## config.mk

```make
export PLATFORM = sky130hd
export DESIGN_NAME = id_imm_sequencer_flat
export DESIGN_NICKNAME = d
export VERILOG_FILES = /design/src/rtl/id_imm_sequencer_if.sv /design/src/rtl/id_imm_sequencer.sv /design/src/flat_wrapper.sv
export SDC_FILE = /design/constraint.sdc
export NUM_CORES = 1
export LEC_CHECK = 0
export ABC_CLOCK_PERIOD_IN_PS = 17600
export CAP_MARGIN = 30
export CORE_UTILIZATION = 68
export DETAILED_ROUTE_END_ITERATION = 10
export DONT_BUFFER_PORTS = 1
export PLACE_DENSITY = 0.82
export SYNTH_ARGS = -nofsm -noshare
export SYNTH_HDL_FRONTEND = slang
export SYNTH_SLANG_ARGS = --single-unit
```

## constraint.sdc

```tcl
create_clock -name clk -period 17.6 [get_ports clk]
set_input_delay 3.52 -clock clk [delete_from_list [all_inputs] [get_ports clk]]
set_output_delay 3.52 -clock clk [all_outputs]
set_load 0.05 [all_outputs]
```

## src/rtl/id_imm_sequencer_if.sv

```systemverilog
// Bundles the fetch-side, execute-side and sign-extender signals of the
// decode front end so the sequencer and its environment share one port.
interface id_imm_sequencer_if #(
  parameter int XLEN      = 32,
  parameter int ILL_CNT_W = 8
);
  logic                 in_valid;
  logic                 in_ready;
  logic [XLEN-1:0]      in_instr;
  logic [XLEN-1:0]      in_pc;
  logic                 flush;
  logic [6:0]           ext_opcode;
  logic [19:0]          ext_imm_in;
  logic [XLEN-1:0]      ext_imm_out;
  logic                 out_valid;
  logic                 out_ready;
  logic [XLEN-1:0]      out_pc;
  logic [6:0]           out_opcode;
  logic [4:0]           out_rd;
  logic [4:0]           out_rs1;
  logic [4:0]           out_rs2;
  logic [2:0]           out_funct3;
  logic [6:0]           out_funct7;
  logic [XLEN-1:0]      out_imm;
  logic                 out_illegal;
  logic [ILL_CNT_W-1:0] ill_count;

  // Decode stage view: consumes fetch, flush, extender result and execute ready.
  modport slave (
    input  in_valid, in_instr, in_pc, flush, ext_imm_out, out_ready,
    output in_ready, ext_opcode, ext_imm_in, out_valid, out_pc, out_opcode,
           out_rd, out_rs1, out_rs2, out_funct3, out_funct7, out_imm,
           out_illegal, ill_count
  );

  // Environment view: fetch, execute and the sign extender around the stage.
  modport master (
    output in_valid, in_instr, in_pc, flush, ext_imm_out, out_ready,
    input  in_ready, ext_opcode, ext_imm_in, out_valid, out_pc, out_opcode,
           out_rd, out_rs1, out_rs2, out_funct3, out_funct7, out_imm,
           out_illegal, ill_count
  );
endinterface

```

## src/rtl/id_imm_sequencer.sv

```systemverilog
// Decode-stage front end: splits fetched instructions into fields, packs the
// immediate for the external sign extender, captures its result and buffers
// decoded bundles in a 2-entry skid queue so in_ready never depends on out_ready.
module id_imm_sequencer #(
  parameter int XLEN      = 32,
  parameter int ILL_CNT_W = 8
) (
  input logic               clk,
  input logic               rst,
  id_imm_sequencer_if.slave bus
);

  localparam logic [6:0] OP_IMM    = 7'b0010011;
  localparam logic [6:0] OP_LOAD   = 7'b0000011;
  localparam logic [6:0] OP_JALR   = 7'b1100111;
  localparam logic [6:0] OP_STORE  = 7'b0100011;
  localparam logic [6:0] OP_BRANCH = 7'b1100011;
  localparam logic [6:0] OP_LUI    = 7'b0110111;
  localparam logic [6:0] OP_AUIPC  = 7'b0010111;
  localparam logic [6:0] OP_JAL    = 7'b1101111;
  localparam logic [6:0] OP_REG    = 7'b0110011;

  typedef enum logic [1:0] {
    EMPTY = 2'd0,
    ONE   = 2'd1,
    TWO   = 2'd2
  } state_t;

  typedef struct packed {
    logic [XLEN-1:0] pc;
    logic [6:0]      opcode;
    logic [4:0]      rd;
    logic [4:0]      rs1;
    logic [4:0]      rs2;
    logic [2:0]      funct3;
    logic [6:0]      funct7;
    logic [XLEN-1:0] imm;
    logic            illegal;
  } bundle_t;

  state_t               state;
  state_t               next_state;
  bundle_t              head;
  bundle_t              skid;
  bundle_t              incoming;
  logic [6:0]           opcode;
  logic [19:0]          packed_imm;
  logic                 legal;
  logic                 push;
  logic                 pop;
  logic                 load_head_in;
  logic                 load_head_skid;
  logic                 load_skid;
  logic [ILL_CNT_W-1:0] ill_q;

  assign opcode = bus.in_instr[6:0];

  // Rearranges the scattered immediate bits into the extender's 20-bit layout
  // and flags opcodes outside the supported set.
  always_comb begin
    packed_imm = '0;
    legal      = 1'b1;
    case (opcode)
      OP_IMM, OP_LOAD: packed_imm = {8'b0, bus.in_instr[31:20]};
      OP_JALR:         packed_imm = {{8{bus.in_instr[31]}}, bus.in_instr[31:20]};
      OP_STORE:        packed_imm = {8'b0, bus.in_instr[31:25], bus.in_instr[11:7]};
      OP_BRANCH:       packed_imm = {8'b0, bus.in_instr[31], bus.in_instr[7],
                                     bus.in_instr[30:25], bus.in_instr[11:8]};
      OP_LUI, OP_AUIPC: packed_imm = bus.in_instr[31:12];
      OP_JAL:          packed_imm = {bus.in_instr[31], bus.in_instr[19:12],
                                     bus.in_instr[20], bus.in_instr[30:21]};
      OP_REG:          packed_imm = '0;
      default:         legal      = 1'b0;
    endcase
  end

  // Builds the bundle that would be stored if fetch transfers this cycle;
  // illegal opcodes carry a zero immediate regardless of the extender.
  always_comb begin
    incoming         = '0;
    incoming.pc      = bus.in_pc;
    incoming.opcode  = opcode;
    incoming.rd      = bus.in_instr[11:7];
    incoming.rs1     = bus.in_instr[19:15];
    incoming.rs2     = bus.in_instr[24:20];
    incoming.funct3  = bus.in_instr[14:12];
    incoming.funct7  = bus.in_instr[31:25];
    incoming.imm     = legal ? bus.ext_imm_out : '0;
    incoming.illegal = !legal;
  end

  assign bus.ext_opcode = opcode;
  assign bus.ext_imm_in = packed_imm;

  assign bus.in_ready  = !rst && (state != TWO) && !bus.flush;
  assign bus.out_valid = (state != EMPTY);
  assign push          = bus.in_valid && bus.in_ready;
  assign pop           = bus.out_valid && bus.out_ready;

  // Queue occupancy control: decides the next fill level and which storage
  // slot each accepted or promoted bundle lands in; flush empties the queue.
  always_comb begin
    next_state     = state;
    load_head_in   = 1'b0;
    load_head_skid = 1'b0;
    load_skid      = 1'b0;
    case (state)
      EMPTY: begin
        if (push) begin
          next_state   = ONE;
          load_head_in = 1'b1;
        end
      end
      ONE: begin
        if (push && pop) begin
          load_head_in = 1'b1;
        end else if (push) begin
          next_state = TWO;
          load_skid  = 1'b1;
        end else if (pop) begin
          next_state = EMPTY;
        end
      end
      TWO: begin
        if (pop) begin
          next_state     = ONE;
          load_head_skid = 1'b1;
        end
      end
      default: next_state = EMPTY;
    endcase
    if (bus.flush) begin
      next_state = EMPTY;
    end
  end

  // Occupancy register; reset drops every buffered bundle immediately.
  always_ff @(posedge clk or posedge rst) begin
    if (rst) begin
      state <= EMPTY;
    end else begin
      state <= next_state;
    end
  end

  // Head/skid storage: head feeds execute, skid absorbs the second entry.
  always_ff @(posedge clk or posedge rst) begin
    if (rst) begin
      head <= '0;
      skid <= '0;
    end else begin
      if (load_head_in) begin
        head <= incoming;
      end else if (load_head_skid) begin
        head <= skid;
      end
      if (load_skid) begin
        skid <= incoming;
      end
    end
  end

  // Saturating tally of accepted illegal instructions, untouched by flush.
  always_ff @(posedge clk or posedge rst) begin
    if (rst) begin
      ill_q <= '0;
    end else if (push && !legal && (ill_q != '1)) begin
      ill_q <= ill_q + ILL_CNT_W'(1);
    end
  end

  assign bus.ill_count   = ill_q;
  assign bus.out_pc      = head.pc;
  assign bus.out_opcode  = head.opcode;
  assign bus.out_rd      = head.rd;
  assign bus.out_rs1     = head.rs1;
  assign bus.out_rs2     = head.rs2;
  assign bus.out_funct3  = head.funct3;
  assign bus.out_funct7  = head.funct7;
  assign bus.out_imm     = head.imm;
  assign bus.out_illegal = head.illegal;

endmodule

```

## src/flat_wrapper.sv

```systemverilog
// flat-port wrapper written by rule: the top's interface ports become plain ports
module id_imm_sequencer_flat 
#(
  parameter int XLEN      = 32,
  parameter int ILL_CNT_W = 8
)
  (clk, rst, bus_in_valid, bus_in_instr, bus_in_pc, bus_flush, bus_ext_imm_out, bus_out_ready, bus_in_ready, bus_ext_opcode, bus_ext_imm_in, bus_out_valid, bus_out_pc, bus_out_opcode, bus_out_rd, bus_out_rs1, bus_out_rs2, bus_out_funct3, bus_out_funct7, bus_out_imm, bus_out_illegal, bus_ill_count);
  id_imm_sequencer_if #(.XLEN(XLEN), .ILL_CNT_W(ILL_CNT_W)) bus_i ();
  input logic clk;
  input logic rst;
  input wire logic [$bits(bus_i.in_valid)-1:0] bus_in_valid;
  input wire logic [$bits(bus_i.in_instr)-1:0] bus_in_instr;
  input wire logic [$bits(bus_i.in_pc)-1:0] bus_in_pc;
  input wire logic [$bits(bus_i.flush)-1:0] bus_flush;
  input wire logic [$bits(bus_i.ext_imm_out)-1:0] bus_ext_imm_out;
  input wire logic [$bits(bus_i.out_ready)-1:0] bus_out_ready;
  output wire logic [$bits(bus_i.in_ready)-1:0] bus_in_ready;
  output wire logic [$bits(bus_i.ext_opcode)-1:0] bus_ext_opcode;
  output wire logic [$bits(bus_i.ext_imm_in)-1:0] bus_ext_imm_in;
  output wire logic [$bits(bus_i.out_valid)-1:0] bus_out_valid;
  output wire logic [$bits(bus_i.out_pc)-1:0] bus_out_pc;
  output wire logic [$bits(bus_i.out_opcode)-1:0] bus_out_opcode;
  output wire logic [$bits(bus_i.out_rd)-1:0] bus_out_rd;
  output wire logic [$bits(bus_i.out_rs1)-1:0] bus_out_rs1;
  output wire logic [$bits(bus_i.out_rs2)-1:0] bus_out_rs2;
  output wire logic [$bits(bus_i.out_funct3)-1:0] bus_out_funct3;
  output wire logic [$bits(bus_i.out_funct7)-1:0] bus_out_funct7;
  output wire logic [$bits(bus_i.out_imm)-1:0] bus_out_imm;
  output wire logic [$bits(bus_i.out_illegal)-1:0] bus_out_illegal;
  output wire logic [$bits(bus_i.ill_count)-1:0] bus_ill_count;
  assign bus_i.in_valid = bus_in_valid;
  assign bus_i.in_instr = bus_in_instr;
  assign bus_i.in_pc = bus_in_pc;
  assign bus_i.flush = bus_flush;
  assign bus_i.ext_imm_out = bus_ext_imm_out;
  assign bus_i.out_ready = bus_out_ready;
  assign bus_in_ready = bus_i.in_ready;
  assign bus_ext_opcode = bus_i.ext_opcode;
  assign bus_ext_imm_in = bus_i.ext_imm_in;
  assign bus_out_valid = bus_i.out_valid;
  assign bus_out_pc = bus_i.out_pc;
  assign bus_out_opcode = bus_i.out_opcode;
  assign bus_out_rd = bus_i.out_rd;
  assign bus_out_rs1 = bus_i.out_rs1;
  assign bus_out_rs2 = bus_i.out_rs2;
  assign bus_out_funct3 = bus_i.out_funct3;
  assign bus_out_funct7 = bus_i.out_funct7;
  assign bus_out_imm = bus_i.out_imm;
  assign bus_out_illegal = bus_i.out_illegal;
  assign bus_ill_count = bus_i.ill_count;
  id_imm_sequencer #(.XLEN(XLEN), .ILL_CNT_W(ILL_CNT_W)) u_core (.clk(clk), .rst(rst), .bus(bus_i));
endmodule
```

==> run summary, run 1 <==
Post-synth EDFFs - 0
Gates resized, CTS repair - 0
Slew Viols, Final - 0
Yosys reg bits - 204
Reg-to-Reg Start - u_core.state[1]
setup violators final - 0
initial antenna violation count - 0
synth-to-layout area growth - 7.902%
worst hold start - u_core.skid[18]
Largest delay share family, worst path - simple AND/OR/NAND/NOR gates
CP Capture Type - output pin
Syn Nets - 900
fraction of layout cells with a size suffix above 1 - 0.1403
WP buf/inv - 0
first-pass GRT wire length - 32310 um
worst-path cell chain - nand2_1 > nor2_1 > and3_1 > a21oi_1 > nor2b_1
CTS Buffer Depth - 3
Power Dens Cells - 131.0 nW/um^2
Residual DRC - 0
HPWL Detailed - 13510 um
number of global-route vias before repair - 6264
worst setup path startpoint - bus_in_instr[1]
async set-reset flop share out of synthesis - 1.000
Hold Vio Cnt, Final - 0
H-tree depth - 1
VDD IR max - 0.1089 mV
post-synth top area share - 0.5883
final worst setup slack - 8.745 ns
Via Count - 6183
initial core utilization - 0.7106
Worst EP arrival - 5.34 ns
postcts setup bufs - 0
Die Wd - 115.0 um
status - complete, no violations
clock latency on the worst-skew pair - 0.48 ns
CTS clk-pin slew, worst paths - 0.06 ns
Buffers on Ports - 0
Setup Slack @ Placement - 8.823 ns
required time of the critical path - 14.08 ns
CP max stage cell - nor2b_1
Yosys warnings - 0
global placement routability congestion - 0.9064
Die Footprint - 13220 um^2
I/O pins - 235
Max Clk Rate - 112.9 MHz
clock sinks - 204
drt initial violations - 676
Final min period - 8.855 ns
Netlist cell types - 44
Detail Route Antenna Nets - 0
max cap viols - 0
Critical Path Source Type - input port
post-synthesis sequential area ratio - 0.5883
Clock Skews - 0.009636 ns
Max-slew headroom - 0.3415
Worst R2R Setup Slack - 14.75 ns
ys flop type - dfrtp_1
Post-Synthesis Cells - 798
CTS tree - built
CP Max Fanout - 20
drt wl/cell - 21.91 um
Clock Tree Root - clkbuf_16
critical path class - in2out
leak pwr - 4.420 nW
ranking of synthesized cells by area - dfrtp_1, nand2_1, mux2_2
RSZ-0062 raised after global routing - no
Hold Path Class - reg2reg
n_diodes - 0
worst slew pin tran - 0.9857 ns
part of the cycle the worst path needs - 0.5032
grt total ovfl - 0
post-synth top area cell - dfrtp_1
Avg Synthesized Cell Area - 10.87 um^2
final net count - 869
Total GRT Usage - 0.3137
slowest stage delay, CP - 0.79 ns
Post-Syn Area - 8677 um^2
TNS Setup - 0 ns
Core ar. - 12210 um^2
final wirelength - 20710 um
1st-pass router iterations - 7
Post-CTS Hold Buffers - 0
Num CTS Buffers - 21
Via density - 6.543
row count - 40
die height - 115.0 um
largest net degree at the start of global routing - 115
[final cells by class]
class | count | area, um^2
clock inverter | 3 | 40.04
fill | 802 | 2849
sequential | 204 | 5105
clock buffer | 30 | 579.3
timing repair buffer | 9 | 140.1
tap | 168 | 210.2
inverter | 7 | 33.78
multi-input combinational | 524 | 3254
[flip-flops by register name (all words and copies together) (netlist names)]
signal                  count
u_core.skid                97
u_core.bus.out_imm         32
u_core.bus.out_pc          32
u_core.bus.ill_count        8
u_core.bus.out_funct7       7
u_core.bus.out_opcode       7
u_core.bus.out_rd           5
u_core.bus.out_rs1          5
u_core.bus.out_rs2          5
u_core.bus.out_funct3       3
u_core.state                2
u_core.bus.out_illegal      1
[final timing paths]
path                            cells past startpoint               endpoint
worst max-delay path                                5     bus_ext_imm_in[19]
worst max register to register                      6  u_core.bus.out_imm[1]
worst min register to register                      2        u_core.skid[18]
worst min-delay path                                2        u_core.skid[18]
min in group asynchronous                           1        u_core.skid[24]
max in group asynchronous                           3         u_core.skid[8]
[worst register-to-register path: cells and delay by family (launching register included)]
| family | cells | cell delay [ns] |
|---|---|---|
| compound gates | 2 | 0.32 |
| buf+inv | 1 | 0.67 |
| flops | 1 | 0.44 |
| simple gates | 3 | 1.34 |
[cell usage after synthesis (5+ instances only)]
cell type  instances
a21oi_1            7
a221o_1            8
a222oi_1          11
a22o_1             5
a22oi_1           96
and3_1             6
buf_2             26
buf_4             11
clkbuf_1          23
dfrtp_1          204
inv_1              7
mux2_2            65
nand2_1          209
nor2_1             6
nor2b_1            6
o21ai_0           28
o21ai_1           38
xnor2_1            5
[through the flow]
stage               total power [mW]  instance area, um^2  instances  utilization  hold slack, ns
finish                         1.226                 9363        945       0.7667          0.4821
global route                   1.275                 9363        945       0.7667          0.5085
CTS                            1.234                 9363        945       0.7667          0.4841
detailed placement            0.8255                 8743        912       0.7160          0.4695
global placement              0.8112                 8641        908       0.7076          0.4612
floorplan                     0.7953                 8677        798            -          0.4502
[routing by layer]
metal | GRT usage | routed length [um] | share of wire | vias up
li1 | - | - | - | 2746
met1 | 0.3845 | 7656 | 0.37 | 3052
met2 | 0.5233 | 10150 | 0.49 | 314
met3 | 0.1065 | 2173 | 0.10 | 71
met4 | 0.1082 | 724 | 0.035 | 0
met5 | 0 | 0 | 0 | -
[logic make-up (layout without fill, tap and decap cells)]
family | count (synthesis) | in the layout | share of synthesized area
XOR/XNOR | 7 | 7 | 0.007066
multiplexers | 66 | 66 | 0.08551
flip-flops | 204 | 204 | 0.5883
buffers and inverters | 70 | 49 | 0.03879
AO/OA/AOI/OAI | 199 | 199 | 0.1583
AND/OR/NAND/NOR | 251 | 251 | 0.1205
adder cells (fa/ha/maj) | 1 | 1 | 0.001442
[layout by cell type, fill, tap and decap left out, types with 6 or more instances in the layout]
cell	n
a21oi_1	7
nor2_1	6
clkbuf_1	7
mux2_2	65
inv_1	6
a221o_1	8
dfrtp_1	204
clkbuf_16	21
a222oi_1	11
a22oi_1	96
o21ai_1	38
nor2b_1	6
o21ai_0	28
and3_1	6
nand2_1	209
[where the power goes]
| group | internal (mW) | switching (mW) | total, mW |
|---|---|---|---|
| clock network | 0.241 | 0.168 | 0.409 |
| registers | 0.534 | 0.180 | 0.714 |
| logic | 0.0470 | 0.0568 | 0.104 |
| total | 0.822 | 0.404 | 1.23 |
Note: power is estimated with default switching activity, not from simulation.
==> inputs of run 2 (changes only) <==
--- a/config.mk
+++ b/config.mk
@@ -5,12 +5,12 @@
 export SDC_FILE = /design/constraint.sdc
 export NUM_CORES = 1
 export LEC_CHECK = 0
-export ABC_CLOCK_PERIOD_IN_PS = 17600
+export ABC_CLOCK_PERIOD_IN_PS = 8500
 export CAP_MARGIN = 30
-export CORE_UTILIZATION = 68
+export CORE_UTILIZATION = 63
 export DETAILED_ROUTE_END_ITERATION = 10
 export DONT_BUFFER_PORTS = 1
-export PLACE_DENSITY = 0.82
+export PLACE_DENSITY = 0.77
 export SYNTH_ARGS = -nofsm -noshare
 export SYNTH_HDL_FRONTEND = slang
 export SYNTH_SLANG_ARGS = --single-unit
==> constraint.sdc (replaced) <==
create_clock -name clk -period 8.5 [get_ports clk]
set_input_delay 1.7 -clock clk [delete_from_list [all_inputs] [get_ports clk]]
set_output_delay 1.7 -clock clk [all_outputs]
set_load 0.05 [all_outputs]
==> run 2 against run 1 <==
  * Final area grew 1.3%
  * Critical path depth is the same
  * Via count is essentially flat
  * Critical path type unchanged
  * Largest cell class unchanged
  * Largest power group unchanged
  * Highest routed layer unchanged
==> run summary, run 2 (synthesis results as in run 1) <==
worst hold start - u_core.skid[31] (was u_core.skid[18])
CTS clk-pin slew, worst paths - 0.06 ns (about the same)
Worst EP arrival - 3.47 ns (was 5.34 ns)
CP Max Fanout - 20 (unchanged)
final net count - 871 (was 869)
CTS tree - built (unchanged)
postcts setup bufs - 0 (unchanged)
Gates resized, CTS repair - 0 (unchanged)
Hold Vio Cnt, Final - 0 (unchanged)
Post-DP Area - 8771 um^2 (was 8743 um^2)
drt initial violations - 525 (was 676)
synth-to-layout area growth - 9.330% (was 7.902%)
global placement routability congestion - 0.8802 (was 0.9064)
Largest delay share family, worst path - simple AND/OR/NAND/NOR gates (unchanged)
I/O pins - 235 (unchanged)
Buffers on Ports - 0 (unchanged)
WP buf/inv - 0 (unchanged)
Max Clk Rate - 193.3 MHz
Post-CTS Hold Buffers - 0 (unchanged)
TNS Setup - 0 ns (unchanged)
Biggest register - u_core.skid (unchanged)
Via Count - 6188 (was 6183)
1st-pass router iterations - 7 (unchanged)
worst slew pin tran - 0.9264 ns (was 0.9857 ns)
Total GRT Usage - 0.2918 (was 0.3137)
fraction of layout cells with a size suffix above 1 - 0.1518 (was 0.1403)
status - complete, no violations (unchanged)
Max-slew headroom - 0.3812 (was 0.3415)
number of global-route vias before repair - 6279 (was 6264)
commonest non-fill, non-tap cell in the layout - nand2_1 (unchanged)
most frequent cells in the layout - nand2_1, dfrtp_1, a22oi_1, mux2_2, o21ai_1 (unchanged)
Die Footprint - 14250 um^2 (was 13220 um^2)
FF-to-FF path depth - 7 (was 6)
max reg flops - 97 (unchanged)
Final min period - 5.173 ns
row count - 42 (was 40)
Core ar. - 13350 um^2 (was 12210 um^2)
setup violators final - 0 (unchanged)
Detail Route Antenna Nets - 0 (unchanged)
Critical Path Source Type - input port (unchanged)
critical path class - in2out (unchanged)
Clock Tree Root - clkbuf_16 (unchanged)
Hold Path Class - reg2reg (unchanged)
final instance area - 9487 um^2 (was 9363 um^2)
required time of the critical path - 6.80 ns (was 14.08 ns)
Via density - 6.446 (was 6.543)
H-tree depth - 1 (unchanged)
Die Wd - 119.4 um (was 115.0 um)
Worst R2R Setup Slack - 5.62 ns (was 14.75 ns)
Num CTS Buffers - 21 (unchanged)
worst-path cell chain - nand2_1 > nor2_1 > and3_1 > a21oi_1 > nor2b_1 (unchanged)
Slew Viols, Final - 0 (unchanged)
Reg-to-Reg Start - u_core.state[1] (unchanged)
Hold Crit Depth - 2 (unchanged)
drt wl/cell - 21.40 um (was 21.91 um)
CP max stage cell - nor2b_1 (unchanged)
worst setup path startpoint - bus_in_instr[1] (unchanged)
max cap viols - 0 (unchanged)
leak pwr - 4.484 nW (was 4.420 nW)
part of the cycle the worst path needs - 0.6086
final wirelength - 20550 um (was 20710 um)
first-pass GRT wire length - 33090 um (was 32310 um)
Layout Cells excl Fill - 960 (was 945)
n_diodes - 0 (unchanged)
Hold EP - u_core.skid[31] (was u_core.skid[18])
r2r endpoint - u_core.bus.out_imm[5] (was u_core.bus.out_imm[1])
Residual DRC - 0 (unchanged)
clock latency on the worst-skew pair - 0.48 ns (about the same)
clock sinks - 204 (unchanged)
overall power - 2.623 mW (was 1.226 mW)
initial antenna violation count - 0 (unchanged)
CTS Buffer Depth - 3 (unchanged)
RSZ-0062 raised after global routing - no (unchanged)
slowest stage delay, CP - 0.76 ns (was 0.79 ns)
Power Dens Cells - 276.5 nW/um^2 (was 131.0 nW/um^2)
die height - 119.4 um (was 115.0 um)
largest net degree at the start of global routing - 116 (was 115)
grt total ovfl - 0 (unchanged)
placed cells - 922 (was 912)
Clock Skews - 0.01190 ns (was 0.009636 ns)
initial core utilization - 0.6501 (was 0.7106)
CP Capture Type - output pin (unchanged)
HPWL Detailed - 13310 um (was 13510 um)
VDD IR max - 0.2198 mV (was 0.1089 mV)
==> run 2: changes by cell type in the layout (fill, tap and decap cells not counted), sizes merged <==
cell,change
buf,+2
clkinv,+2
bufinv,+1
clkinvlp,+1
inv,+1
==> run 2: report_power, final <==
part / switching, mW / total, mW / internal, mW
Combinational: 0.117 / 0.215 / 0.0983
Clock: 0.363 / 0.932 / 0.569
Sequential: 0.370 / 1.48 / 1.11
Total: 0.850 / 2.62 / 1.77
==> run 2: cell type report <==
| type | instances | area [um^2] |
|---|---|---|
| Sequential cell | 204 | 5105 |
| Fill cell | 956 | 3861 |
| Multi-Input combinational cell | 524 | 3249 |
| Clock buffer | 30 | 619.3 |
| Tap cell | 176 | 220.2 |
| Timing Repair Buffer | 11 | 162.7 |
| Clock inverter | 8 | 96.34 |
| Inverter | 7 | 33.78 |
==> run 2: metal layers <==
| layer | global-route usage | wire length, um | vias to the layer above | share of wire |
|---|---|---|---|---|
| met3 | 0.08285 | 2112 | 50 | 0.10 |
| met1 | 0.3743 | 7713 | 3045 | 0.38 |
| li1 | - | - | 2766 | - |
| met4 | 0.08516 | 490 | 0 | 0.024 |
| met5 | 0 | 0 | - | 0 |
| met2 | 0.4851 | 10230 | 327 | 0.50 |
==> run 2: worst max-delay path by stage <==
stage,cells past startpoint,slack (ns),end
6_report,5,3.33,bus_ext_imm_in[19]
5_1_grt,5,3.23,bus_ext_imm_in[19]
4_1_cts,5,3.34,bus_ext_imm_in[19]
3_5_place_dp,5,3.34,bus_ext_imm_in[19]
3_3_place_gp,5,3.44,bus_ext_imm_in[19]
2_1_floorplan,1,1.23,u_core.bus.ill_count[0]
==> run 2: per-stage QoR <==
step	hold WS [ns]	utilization	worst slack, ns
after CTS	0.4845	0.7107	3.341
after detailed placement	0.4701	0.6571	3.345
after global placement	0.4612	0.6483	3.443
after floorplan	0.4502	-	1.233
after global routing	0.5040	0.7107	3.235
final	0.4802	0.7107	3.327
==> run 2: worst reg2reg max path, delay by kind of cell, from the launching register on <==
| kind | cells | cell delay (ns) |
|---|---|---|
| simple gates | 3 | 0.89 |
| flops | 1 | 0.43 |
| buf+inv | 2 | 1.02 |
| compound gates | 2 | 0.41 |
==> inputs of run 3 (changes only) <==
--- a/config.mk
+++ b/config.mk
@@ -5,12 +5,13 @@
 export SDC_FILE = /design/constraint.sdc
 export NUM_CORES = 1
 export LEC_CHECK = 0
-export ABC_CLOCK_PERIOD_IN_PS = 8500
+export ABC_AREA = 1
+export ABC_CLOCK_PERIOD_IN_PS = 5300
 export CAP_MARGIN = 30
-export CORE_UTILIZATION = 63
+export CORE_UTILIZATION = 64
 export DETAILED_ROUTE_END_ITERATION = 10
 export DONT_BUFFER_PORTS = 1
-export PLACE_DENSITY = 0.77
+export PLACE_DENSITY = 0.78
 export SYNTH_ARGS = -nofsm -noshare
 export SYNTH_HDL_FRONTEND = slang
 export SYNTH_SLANG_ARGS = --single-unit
==> constraint.sdc (replaced) <==
create_clock -name clk -period 5.3 [get_ports clk]
set_input_delay 1.06 -clock clk [delete_from_list [all_inputs] [get_ports clk]]
set_output_delay 1.06 -clock clk [all_outputs]
set_load 0.05 [all_outputs]
==> run 3 against run 2 <==
  * Largest power group unchanged
  * Count of clock-buffer cells in the layout up 7
  * Sequential cell count stayed put
  * Final cell count rose by 42%
  * Synthesized area up 8.9%
  * Global-route usage rose by 0.99 points
  * Utilization fell by 0.52 points
  * Via count grew 27%
  * Hold slack got worse by 0.14 ns
  * Combinational power rose by 110%
==> run summary, run 3 <==
status - complete, no violations (unchanged)
slowest stage delay, CP - 1.00 ns (was 0.76 ns)
initial antenna violation count - 0 (unchanged)
clock sinks - 204 (unchanged)
initial core utilization - 0.6527 (was 0.6501)
Yosys warnings - 0 (unchanged)
commonest cells in the netlist - nand2_1, nand3_1, dfrtp_1 (was nand2_1, dfrtp_1, a22oi_1)
Detail Route Antenna Nets - 0 (unchanged)
Hold Vio Cnt, Final - 0 (unchanged)
overall power - 4.534 mW (was 2.623 mW)
Max-slew headroom - 0.3130 (was 0.3812)
Power Dens Cells - 443.9 nW/um^2 (was 276.5 nW/um^2)
I/O pins - 235 (unchanged)
met1 WL - 9367 um (was 7713 um)
Buffers on Ports - 0 (unchanged)
setup violators final - 0 (unchanged)
Max Clk Rate - 264.5 MHz
CTS tree - built (unchanged)
worst-path cell chain - inv_1 > nor2_1 > nand3_1 > o211ai_1 (was nand2_1 > nor2_1 > and3_1 > a21oi_1 > nor2b_1)
Die Footprint - 15260 um^2 (was 14250 um^2)
most frequent cells in the layout - nand2_1, nand3_1, dfrtp_1, inv_1, o21ai_0 (was nand2_1, dfrtp_1, a22oi_1, mux2_2, o21ai_1)
leak pwr - 5.407 nW (was 4.484 nW)
Avg Synthesized Cell Area - 7.875 um^2 (was 10.87 um^2)
post-synth top area share - 0.5402 (was 0.5883)
synth-to-layout area growth - 8.090% (was 9.330%)
global placement routability congestion - 0.9309 (was 0.8802)
final net count - 1266 (was 871)
post-synth top area cell - dfrtp_1 (unchanged)
Syn Nets - 1302 (was 900)
Gates resized, CTS repair - 0 (unchanged)
TNS Setup - 0 ns (unchanged)
CP Capture Type - output pin (unchanged)
Post-synth EDFFs - 0 (unchanged)
HPWL Detailed - 14580 um (was 13310 um)
Via Count - 7880 (was 6188)
required time of the critical path - 4.24 ns (was 6.80 ns)
Multi-input gate area - 3707 um^2 (was 3249 um^2)
RSZ-0062 raised after global routing - no (unchanged)
max reg flops - 97 (unchanged)
drt wl/cell - 17.07 um (was 21.40 um)
Residual DRC - 0 (unchanged)
clock latency on the worst-skew pair - 0.49 ns (was 0.48 ns)
post-layout util - 0.7055 (was 0.7107)
fraction of layout cells with a size suffix above 1 - 0.05093 (was 0.1518)
H-tree depth - 1 (unchanged)
Hold Path Class - in2async (was reg2reg)
Num CTS Buffers - 22 (was 21)
CTS Buffer Depth - 3 (unchanged)
async set-reset flop share out of synthesis - 1.000 (unchanged)
post-synthesis sequential area ratio - 0.5402 (was 0.5883)
drt initial violations - 714 (was 525)
ys flop type - dfrtp_1 (unchanged)
count leader, synth - nand2_1 (unchanged)
CTS clk-pin slew, worst paths - 0.06 ns (about the same)
Total GRT Usage - 0.3018 (was 0.2918)
worst slew pin tran - 1.026 ns (was 0.9264 ns)
Post-Synthesis Cells - 1200 (was 798)
max cap viols - 0 (unchanged)
Via density - 5.786 (was 6.446)
Core ar. - 14480 um^2 (was 13350 um^2)
Final min period - 3.781 ns
Netlist cell types - 26 (was 44)
postcts setup bufs - 0 (unchanged)
number of global-route vias before repair - 7218 (was 6279)
Clock Skews - 0.007135 ns (was 0.01190 ns)
n_diodes - 0 (unchanged)
Slew Viols, Final - 0 (unchanged)
Yosys reg bits - 204 (unchanged)
first-pass GRT wire length - 36290 um (was 33090 um)
CP Max Fanout - 13 (was 20)
final worst setup slack - 1.519 ns (was 3.327 ns)
largest net degree at the start of global routing - 85 (was 116)
met3 WL - 2409 um (was 2112 um)
Post-Syn Area - 9450 um^2 (was 8677 um^2)
VDD IR max - 0.3079 mV (was 0.2198 mV)
Biggest register - u_core.skid (unchanged)
part of the cycle the worst path needs - 0.7134
Hold Slack - 0.3435 ns (was 0.4802 ns)
Post-CTS Hold Buffers - 0 (unchanged)
WP buf/inv - 1 (was 0)
Clock Tree Root - clkbuf_16 (unchanged)
commonest non-fill, non-tap cell in the layout - nand2_1 (unchanged)
row count - 44 (was 42)
max layer used - met4 (unchanged)
final wirelength - 23250 um (was 20550 um)
ranking of synthesized cells by area - dfrtp_1, nand2_1, nand3_1 (was dfrtp_1, nand2_1, mux2_2)
CP max stage cell - o211ai_1 (was nor2b_1)
die height - 123.5 um (was 119.4 um)
critical path class - in2out (unchanged)
Largest delay share family, worst path - compound AO/OA/AOI/OAI gates (was simple AND/OR/NAND/NOR gates)
Filler cells - 1167 (was 956)
Setup Slack @ Placement - 1.566 ns (was 3.345 ns)
Die Wd - 123.5 um (was 119.4 um)
Critical Path Source Type - input port (unchanged)
1st-pass router iterations - 5 (was 7)
Worst EP arrival - 2.72 ns (was 3.47 ns)
grt total ovfl - 0 (unchanged)
Met2 Wirelength - 10770 um (was 10230 um)
Storage cell area - 5105 um^2 (unchanged)
run 3: cell type report:
class | instances | share of cell area
Clock buffer | 37 | 0.06835
Multi-Input combinational cell | 843 | 0.3629
Tap cell | 184 | 0.02254
Timing Repair Buffer | 17 | 0.01739
Inverter | 76 | 0.02854
Sequential cell | 204 | 0.4998
Clock inverter | 1 | 0.0004900
run 3: routing by layer:
layer / vias up / global-route usage
li1: 3778 / -
met1: 3707 / 0.4011
met2: 344 / 0.4731
met3: 51 / 0.08948
met4: 0 / 0.1032
met5: - / 0
run 3: final timing paths:
| check | start | endpoint | slack, ns | cells past startpoint |
|---|---|---|---|---|
| worst max-delay path | bus_in_instr[4] | bus_ext_imm_in[13] | 1.52 | 4 |
| min in group clk | u_core.skid[39] | u_core.skid[39] | 0.47 | 2 |
| max in group asynchronous | rst | u_core.skid[3] | 4.28 | 2 |
| worst min-delay path | rst | u_core.bus.out_funct7[3] | 0.34 | 1 |
| worst min register to register | u_core.skid[39] | u_core.skid[39] | 0.47 | 2 |
| worst max register to register | u_core.state[0] | u_core.bus.out_illegal | 2.68 | 9 |
run 3: report_power, final:
group	switching (mW)	internal [mW]
registers	0.751	1.86
logic	0.277	0.173
clock network	0.581	0.889
total	1.61	2.92
run 3: through the flow:
stage / cell area, um^2 / cells
6_report: 10210 / 1362
3_3_place_gp: 9457 / 1320
3_5_place_dp: 9512 / 1324
5_1_grt: 10210 / 1362
2_1_floorplan: 9454 / 1200
4_1_cts: 10210 / 1362
run 3: kinds of logic (layout without fill, tap and decap cells):
| logic type | after synthesis | in the layout | synth area share |
|---|---|---|---|
| AND/OR/NAND/NOR | 770 | 770 | 0.3423 |
| flip-flops | 204 | 204 | 0.5402 |
| buffers and inverters | 153 | 131 | 0.06885 |
| AO/OA/AOI/OAI | 69 | 69 | 0.04462 |
| XOR/XNOR | 3 | 3 | 0.002781 |
| adder cells (fa/ha/maj) | 1 | 1 | 0.001324 |
run 3: worst reg2reg max path, delay by kind of cell, from the launching register on:
kind                   cells  cell delay [ns]
buffers and inverters      3             0.99
AND/OR/NAND/NOR            6             1.12
flip-flops                 1             0.44
